File: src/rtl/div_pkg.sv
// Constants and state encoding shared by the sequential divider and its step logic.
package div_pkg;

    localparam int DIV_WIDTH = 32;

    typedef enum logic [1:0] {
        IDLE = 2'd0,
        CALC = 2'd1,
        FIX  = 2'd2,
        DONE = 2'd3
    } div_state_t;

    localparam logic [DIV_WIDTH-1:0] INT_MIN = 32'h8000_0000;
    localparam logic [DIV_WIDTH-1:0] NEG_ONE = 32'hFFFF_FFFF;

endpackage

File: src/rtl/div_step.sv
// One restoring shift-subtract iteration on unsigned magnitudes; produces one quotient bit.
module div_step
    import div_pkg::*;
#(
    parameter int WIDTH = DIV_WIDTH
) (
    input  logic [WIDTH:0]   i_rem,
    input  logic [WIDTH-1:0] i_quo,
    input  logic [WIDTH-1:0] i_divisor,
    output logic [WIDTH:0]   o_rem,
    output logic [WIDTH-1:0] o_quo
);

    logic [WIDTH+1:0] w_rem_sh;
    logic [WIDTH:0]   w_trial;
    logic             w_fits;

    assign w_rem_sh = {i_rem, i_quo[WIDTH-1]};
    assign w_fits   = (w_rem_sh >= {2'b00, i_divisor});
    // Only meaningful when the divisor fits, in which case the difference is below 2^WIDTH.
    assign w_trial  = w_rem_sh[WIDTH:0] - {1'b0, i_divisor};

    always_comb begin
        o_rem = w_rem_sh[WIDTH:0];
        o_quo = {i_quo[WIDTH-2:0], 1'b0};
        if (w_fits) begin
            o_rem = w_trial;
            o_quo = {i_quo[WIDTH-2:0], 1'b1};
        end
    end

endmodule

File: src/rtl/seq_divider.sv
// Multi-cycle signed divider (restoring, one quotient bit per clock).
// SEQ_DIVIDER_UNSIGNED_EN adds ctrl_unsigned for unsigned division.
//
// state | meaning
// IDLE  | waiting for ctrl_DIV; operands captured on the start edge
// CALC  | 32 shift-subtract iterations
// FIX   | apply signs, publish result, pulse data_resultRDY
// DONE  | early exit publishes here first; otherwise drop ready and go idle
module seq_divider
    import div_pkg::*;
#(
    parameter int WIDTH = DIV_WIDTH,
    parameter int CNT_W = 6
) (
    input  logic             clock,
    input  logic             reset,
    input  logic             ctrl_DIV,
`ifdef SEQ_DIVIDER_UNSIGNED_EN
    input  logic             ctrl_unsigned,
`endif
    input  logic [WIDTH-1:0] data_operandA,
    input  logic [WIDTH-1:0] data_operandB,
    output logic [WIDTH-1:0] data_result,
    output logic [WIDTH-1:0] data_remainder,
    output logic             data_exception,
    output logic             data_resultRDY,
    output logic             busy
);

    localparam logic [CNT_W-1:0] CNT_LAST = CNT_W'(WIDTH - 1);

    div_state_t       r_state;
    div_state_t       w_state_nxt;
    logic [CNT_W-1:0] r_cnt;
    logic [WIDTH:0]   r_rem;
    logic [WIDTH-1:0] r_quo;
    logic [WIDTH-1:0] r_div;
    logic             r_sign_q;
    logic             r_sign_r;
    logic             r_early;

    logic             w_unsigned;
    logic             w_dbz;
    logic             w_ovf;
    logic             w_early;
    logic [WIDTH-1:0] w_abs_a;
    logic [WIDTH-1:0] w_abs_b;
    logic [WIDTH:0]   w_rem_nxt;
    logic [WIDTH-1:0] w_quo_nxt;
    logic             w_start;
    logic             w_step;
    logic             w_fin;
    logic             w_fin_early;

`ifdef SEQ_DIVIDER_UNSIGNED_EN
    assign w_unsigned = ctrl_unsigned;
`else
    assign w_unsigned = 1'b0;
`endif

    assign w_dbz   = (data_operandB == '0);
    assign w_ovf   = !w_unsigned && (data_operandA == INT_MIN) && (data_operandB == NEG_ONE);
    assign w_early = w_dbz || w_ovf;
    // Negating INT_MIN yields 2^(WIDTH-1) read as unsigned, which is the wanted magnitude.
    assign w_abs_a = (!w_unsigned && data_operandA[WIDTH-1]) ? -data_operandA : data_operandA;
    assign w_abs_b = (!w_unsigned && data_operandB[WIDTH-1]) ? -data_operandB : data_operandB;

    div_step #(.WIDTH(WIDTH)) u_step (
        .i_rem     (r_rem),
        .i_quo     (r_quo),
        .i_divisor (r_div),
        .o_rem     (w_rem_nxt),
        .o_quo     (w_quo_nxt)
    );

    always_ff @(posedge clock or negedge reset) begin
        if (!reset) r_state <= IDLE;
        else        r_state <= w_state_nxt;
    end

    always_comb begin
        w_state_nxt = r_state;
        case (r_state)
            IDLE:    if (ctrl_DIV) w_state_nxt = w_early ? DONE : CALC;
            CALC:    if (r_cnt == CNT_LAST) w_state_nxt = FIX;
            FIX:     w_state_nxt = DONE;
            DONE:    if (!r_early) w_state_nxt = IDLE;
            default: w_state_nxt = IDLE;
        endcase
    end

    always_comb begin
        w_start     = 1'b0;
        w_step      = 1'b0;
        w_fin       = 1'b0;
        w_fin_early = 1'b0;
        case (r_state)
            IDLE:    w_start     = ctrl_DIV;
            CALC:    w_step      = 1'b1;
            FIX:     w_fin       = 1'b1;
            DONE:    w_fin_early = r_early;
            default: ;
        endcase
    end

    always_ff @(posedge clock or negedge reset) begin
        if (!reset) begin
            r_cnt          <= '0;
            r_rem          <= '0;
            r_quo          <= '0;
            r_div          <= '0;
            r_sign_q       <= 1'b0;
            r_sign_r       <= 1'b0;
            r_early        <= 1'b0;
            data_result    <= '0;
            data_remainder <= '0;
            data_exception <= 1'b0;
            data_resultRDY <= 1'b0;
            busy           <= 1'b0;
        end else begin
            data_resultRDY <= 1'b0;
            if (w_start) begin
                busy     <= 1'b1;
                r_cnt    <= '0;
                r_early  <= w_early;
                r_div    <= w_abs_b;
                r_sign_q <= !w_unsigned && (data_operandA[WIDTH-1] ^ data_operandB[WIDTH-1]);
                r_sign_r <= !w_unsigned && data_operandA[WIDTH-1];
                // Early exits park their final answer in the datapath registers.
                if (w_dbz) begin
                    r_quo <= '0;
                    r_rem <= {1'b0, data_operandA};
                end else if (w_ovf) begin
                    r_quo <= INT_MIN;
                    r_rem <= '0;
                end else begin
                    r_quo <= w_abs_a;
                    r_rem <= '0;
                end
            end
            if (w_step) begin
                r_rem <= w_rem_nxt;
                r_quo <= w_quo_nxt;
                r_cnt <= r_cnt + 1'b1;
            end
            if (w_fin) begin
                data_result    <= r_sign_q ? -r_quo : r_quo;
                data_remainder <= r_sign_r ? -r_rem[WIDTH-1:0] : r_rem[WIDTH-1:0];
                data_exception <= 1'b0;
                data_resultRDY <= 1'b1;
                busy           <= 1'b0;
            end
            if (w_fin_early) begin
                data_result    <= r_quo;
                data_remainder <= r_rem[WIDTH-1:0];
                data_exception <= 1'b1;
                data_resultRDY <= 1'b1;
                busy           <= 1'b0;
                r_early        <= 1'b0;
            end
        end
    end

endmodule

File: config.mk
export PLATFORM = sky130hd
export DESIGN_NAME = seq_divider
export DESIGN_NICKNAME = d
export VERILOG_FILES = /design/src/rtl/div_pkg.sv /design/src/rtl/div_step.sv /design/src/rtl/seq_divider.sv
export SDC_FILE = /design/constraint.sdc
export NUM_CORES = 1
export LEC_CHECK = 0
export ABC_CLOCK_PERIOD_IN_PS = 8900
export BUFFER_PORTS_ARGS = -buffer_cell sky130_fd_sc_hd__buf_4
export CAP_MARGIN = 20
export CELL_PAD_IN_SITES_DETAIL_PLACEMENT = 1
export CELL_PAD_IN_SITES_GLOBAL_PLACEMENT = 2
export CORE_MARGIN = 5
export CORE_UTILIZATION = 39
export DETAILED_ROUTE_END_ITERATION = 8
export PLACE_DENSITY = 0.94
export REMOVE_ABC_BUFFERS = 1
export SETUP_SLACK_MARGIN = 0.05
export SLEW_MARGIN = 20
export SYNTH_ARGS = -nofsm -noshare
export SYNTH_HDL_FRONTEND = slang
export SYNTH_SLANG_ARGS = --single-unit
File: constraint.sdc
create_clock -name clock -period 8.9 [get_ports clock]
set_input_delay 0.89 -clock clock [delete_from_list [all_inputs] [get_ports clock]]
set_output_delay 0.89 -clock clock [all_outputs]
set_load 0.1 [all_outputs]
==> reports/metrics.json <==
{
  "worst_slew_margin_rel": 0.3446,
  "finalCriticalPeriod_ns": 4.167,
  "result_of_the_run": "finished, final reports clean",
  "grt_overflow_total": 0,
  "pin_count": 134,
  "via_count": 10550,
  "hold_path_class": "primary input to asynchronous set/reset pin",
  "drt-wirelength-per-cell_um": 18.28,
  "dr.first_iter.drc_count": 689,
  "fillers": 3575,
  "ys_top_cells_by_area": "dfrtp_1 (37%), o21ai_0 (7.2%), nand2_1 (6.9%)",
  "drv_cap": 0,
  "critPathBufInv": 2,
  "totalWireLength_um": 34730,
  "yosys_warnings": 0,
  "tritoncts_clock_tree": "yes",
  "cp_cell_sequence": "inv_1 > ha_1 > inv_1 > fa_1 > a21oi_1 > o21ai_0 > a221oi_1 > o211ai_1 > a21oi_1 > o211a_1 > nor3_1 > a21oi_1 > a21oi_1",
  "setup_viol_count_final": 0,
  "cp_top_family": "compound AO/OA/AOI/OAI gates",
  "yosys.cell_count.top_type": "nand2_1",
  "synth_compound_area_frac": 0.2245,
  "grt_setup_unrepaired": "false",
  "grt_first_pass_wirelength_um": 56970,
  "final-seq-area_um2": 4379,
  "synth_area_leader_cell": "dfrtp_1",
  "cp_slowest_cell": "o211a_1",
  "die_w_um": 183.8,
  "postSynthRegisterBits": 175,
  "synth_largest_type_area_fraction": 0.3718,
  "pin_count_of_the_biggest_net_entering_global_routing": 102,
  "postSynthAreaPerCell_um2": 8.277,
  "numClockSinks": 175,
  "final.setup_skew_ns": 0.01321,
  "tritoncts.num_buffers": 17,
  "detail_route.drc_violations": 0,
  "post_synthesis_to_final_layout_area_growth_pct": 15.38,
  "worst_path_most_repeated_cell": "a21oi_1",
  "synth_cells": 1423,
  "critPathMaxFanout": 27,
  "final-hold-violation-count": 0,
  "post_synth_most_frequent_cells": "nand2_1 (218), dfrtp_1 (175), o21ai_0 (170)",
  "timing.final.crit_share": 0.4682,
  "gp_congestion": 0.9017,
  "post_cts_hold_buffer_count": 0,
  "cell_area_after_technology_mapping_um2": 11780,
  "die-height_um": 183.8,
  "multiInputGateArea_um2": 6849,
  "cts_setup_buffers": 0,
  "worst_setup_path_start_kind": "flop",
  "achievable-frequency_ghz": 0.2400,
  "synth_simple_gate_area_frac": 0.1891,
  "setup-tns-final_ns": 0,
  "end_kind": "flop",
  "drive_gt1_frac": 0.1252,
  "count_of_flip_flops_with_a_built_in_enable_after_synthesis": 0,
  "postSynth.asyncResetShare": 1.000,
  "critPathMaxStageDelay_ns": 0.84,
  "synth_ff_type": "dfrtp_1",
  "yosys.cell_types.count": 65,
  "clk_path_buf_depth": 2,
  "firstDrtPassIters": 5,
  "htree_levels": 4,
  "grt_antenna_before_repair": 2,
  "crit_required_ns": 9.19,
  "worstSkewPairLatency_ns": 0.45,
  "ys_seq_area_frac": 0.3718,
  "design.final.nets": 1608,
  "fp.dieArea_um2": 33780,
  "core_region_area_um2": 29720,
  "overall_routing_resource_usage": 0.2068,
  "cts_root_buffer": "clkbuf_16",
  "rows": 63,
  "final-max-slew-violation-count": 0,
  "worstPathArrival_ns": 4.46,
  "synth_top_family_by_area": "compound AO/OA/AOI/OAI gates",
  "drt.antenna.violating_nets": 0,
  "synth-adder-area-share": 0.04738,
  "port_buffers": 133,
  "synthXorXnorAreaFrac": 0.1093,
  "clkTransAtPathRegs_ns": 0.07,
  "via_per_inst": 5.554,
  "initial_utilization": 0.3963,
  "postCtsResizedCells": 0,
  "tightest_slew_ns": 0.9832,
  "hpwlAfterDp_um": 26050,
  "muxShareOfSynthArea": 0.008499,
  "crit_path_kind": "flop to flop",
  "first_global_vias": 10780
}
==> placed cells by master (no fill, tap or decap), types with 42 or more instances in the layout <==
master   Yosys  final
xnor2_1     68     68
buf_4        2    138
nand2_1    218    217
dfrtp_1    175    175
a21oi_1     94     93
nor2_1      52     52
o21ai_0    170    170
ha_1        43     42
xor2_1      79     79
nor3_1      52     52
inv_1       60     60
==> stage by stage <==
stage               area (µm²)    util  std cells  worst slack, ns  hold WS, ns
CTS                      13570  0.4567       1898            4.520       0.4866
finish                   13590  0.4573       1900            4.733       0.4797
global placement         12990  0.4370       1867            4.261       0.4606
global route             13590  0.4573       1900            4.389       0.5035
floorplan                11420       -       1338            3.430       0.4484
detailed placement       12990  0.4370       1867            4.085       0.4709
==> per-layer routing <==
metal / GRT usage / part of all wire / wire length, µm / vias up
li1: - / - / - / 5206
met5: 0 / 0 / 0 / -
met2: 0.3386 / 0.47 / 16260 / 196
met3: 0.02651 / 0.035 / 1219 / 37
met1: 0.2928 / 0.48 / 16640 / 5114
met4: 0.05028 / 0.018 / 609 / 0
==> cell type report <==
cell class / instances / area share
Antenna cell: 1 / 0.0001841
Tap cell: 390 / 0.03591
Multi-Input combinational cell: 1103 / 0.5040
Clock inverter: 14 / 0.01160
Timing Repair Buffer: 140 / 0.07817
Inverter: 60 / 0.01657
Clock buffer: 17 / 0.03130
Sequential cell: 175 / 0.3223
==> final timing paths <==
path,from,to,slack (ns),depth (start not counted)
min in group clock,r_div[28]$_DFFE_PN0P_,r_div[28]$_DFFE_PN0P_,0.48,2
setup / recovery,r_quo[31]$_DFFE_PN0P_,r_rem[27]$_DFFE_PN0P_,4.73,13
setup reg to reg,r_quo[31]$_DFFE_PN0P_,r_rem[27]$_DFFE_PN0P_,4.73,13
hold / removal,reset,r_div[2]$_DFFE_PN0P_,0.48,1
max in group asynchronous,reset,data_result[29]$_DFFE_PN0N_,7.21,2
hold reg to reg,r_div[28]$_DFFE_PN0P_,r_div[28]$_DFFE_PN0P_,0.48,2
==> logic make-up (layout without fill, tap and decap cells) <==
logic type / count (synthesis) / in the layout
adder cells (fa/ha/maj): 44 / 44
buffers and inverters: 145 / 231
AND/OR/NAND/NOR: 464 / 464
XOR/XNOR: 147 / 147
AO/OA/AOI/OAI: 438 / 438
other: 0 / 1
flip-flops: 175 / 175
multiplexers: 10 / 10
==> state kept, by name (all words and copies together) (netlist names), 2 cells and up <==
name / cells
r_rem: 33
r_div: 32
data_result: 32
r_quo: 32
data_remainder: 32
r_state: 2
r_cnt: 6
Power is left out: the tool's default activity adds up to more than one toggle a clock period on the data nets, which glitch-free logic cannot reach.
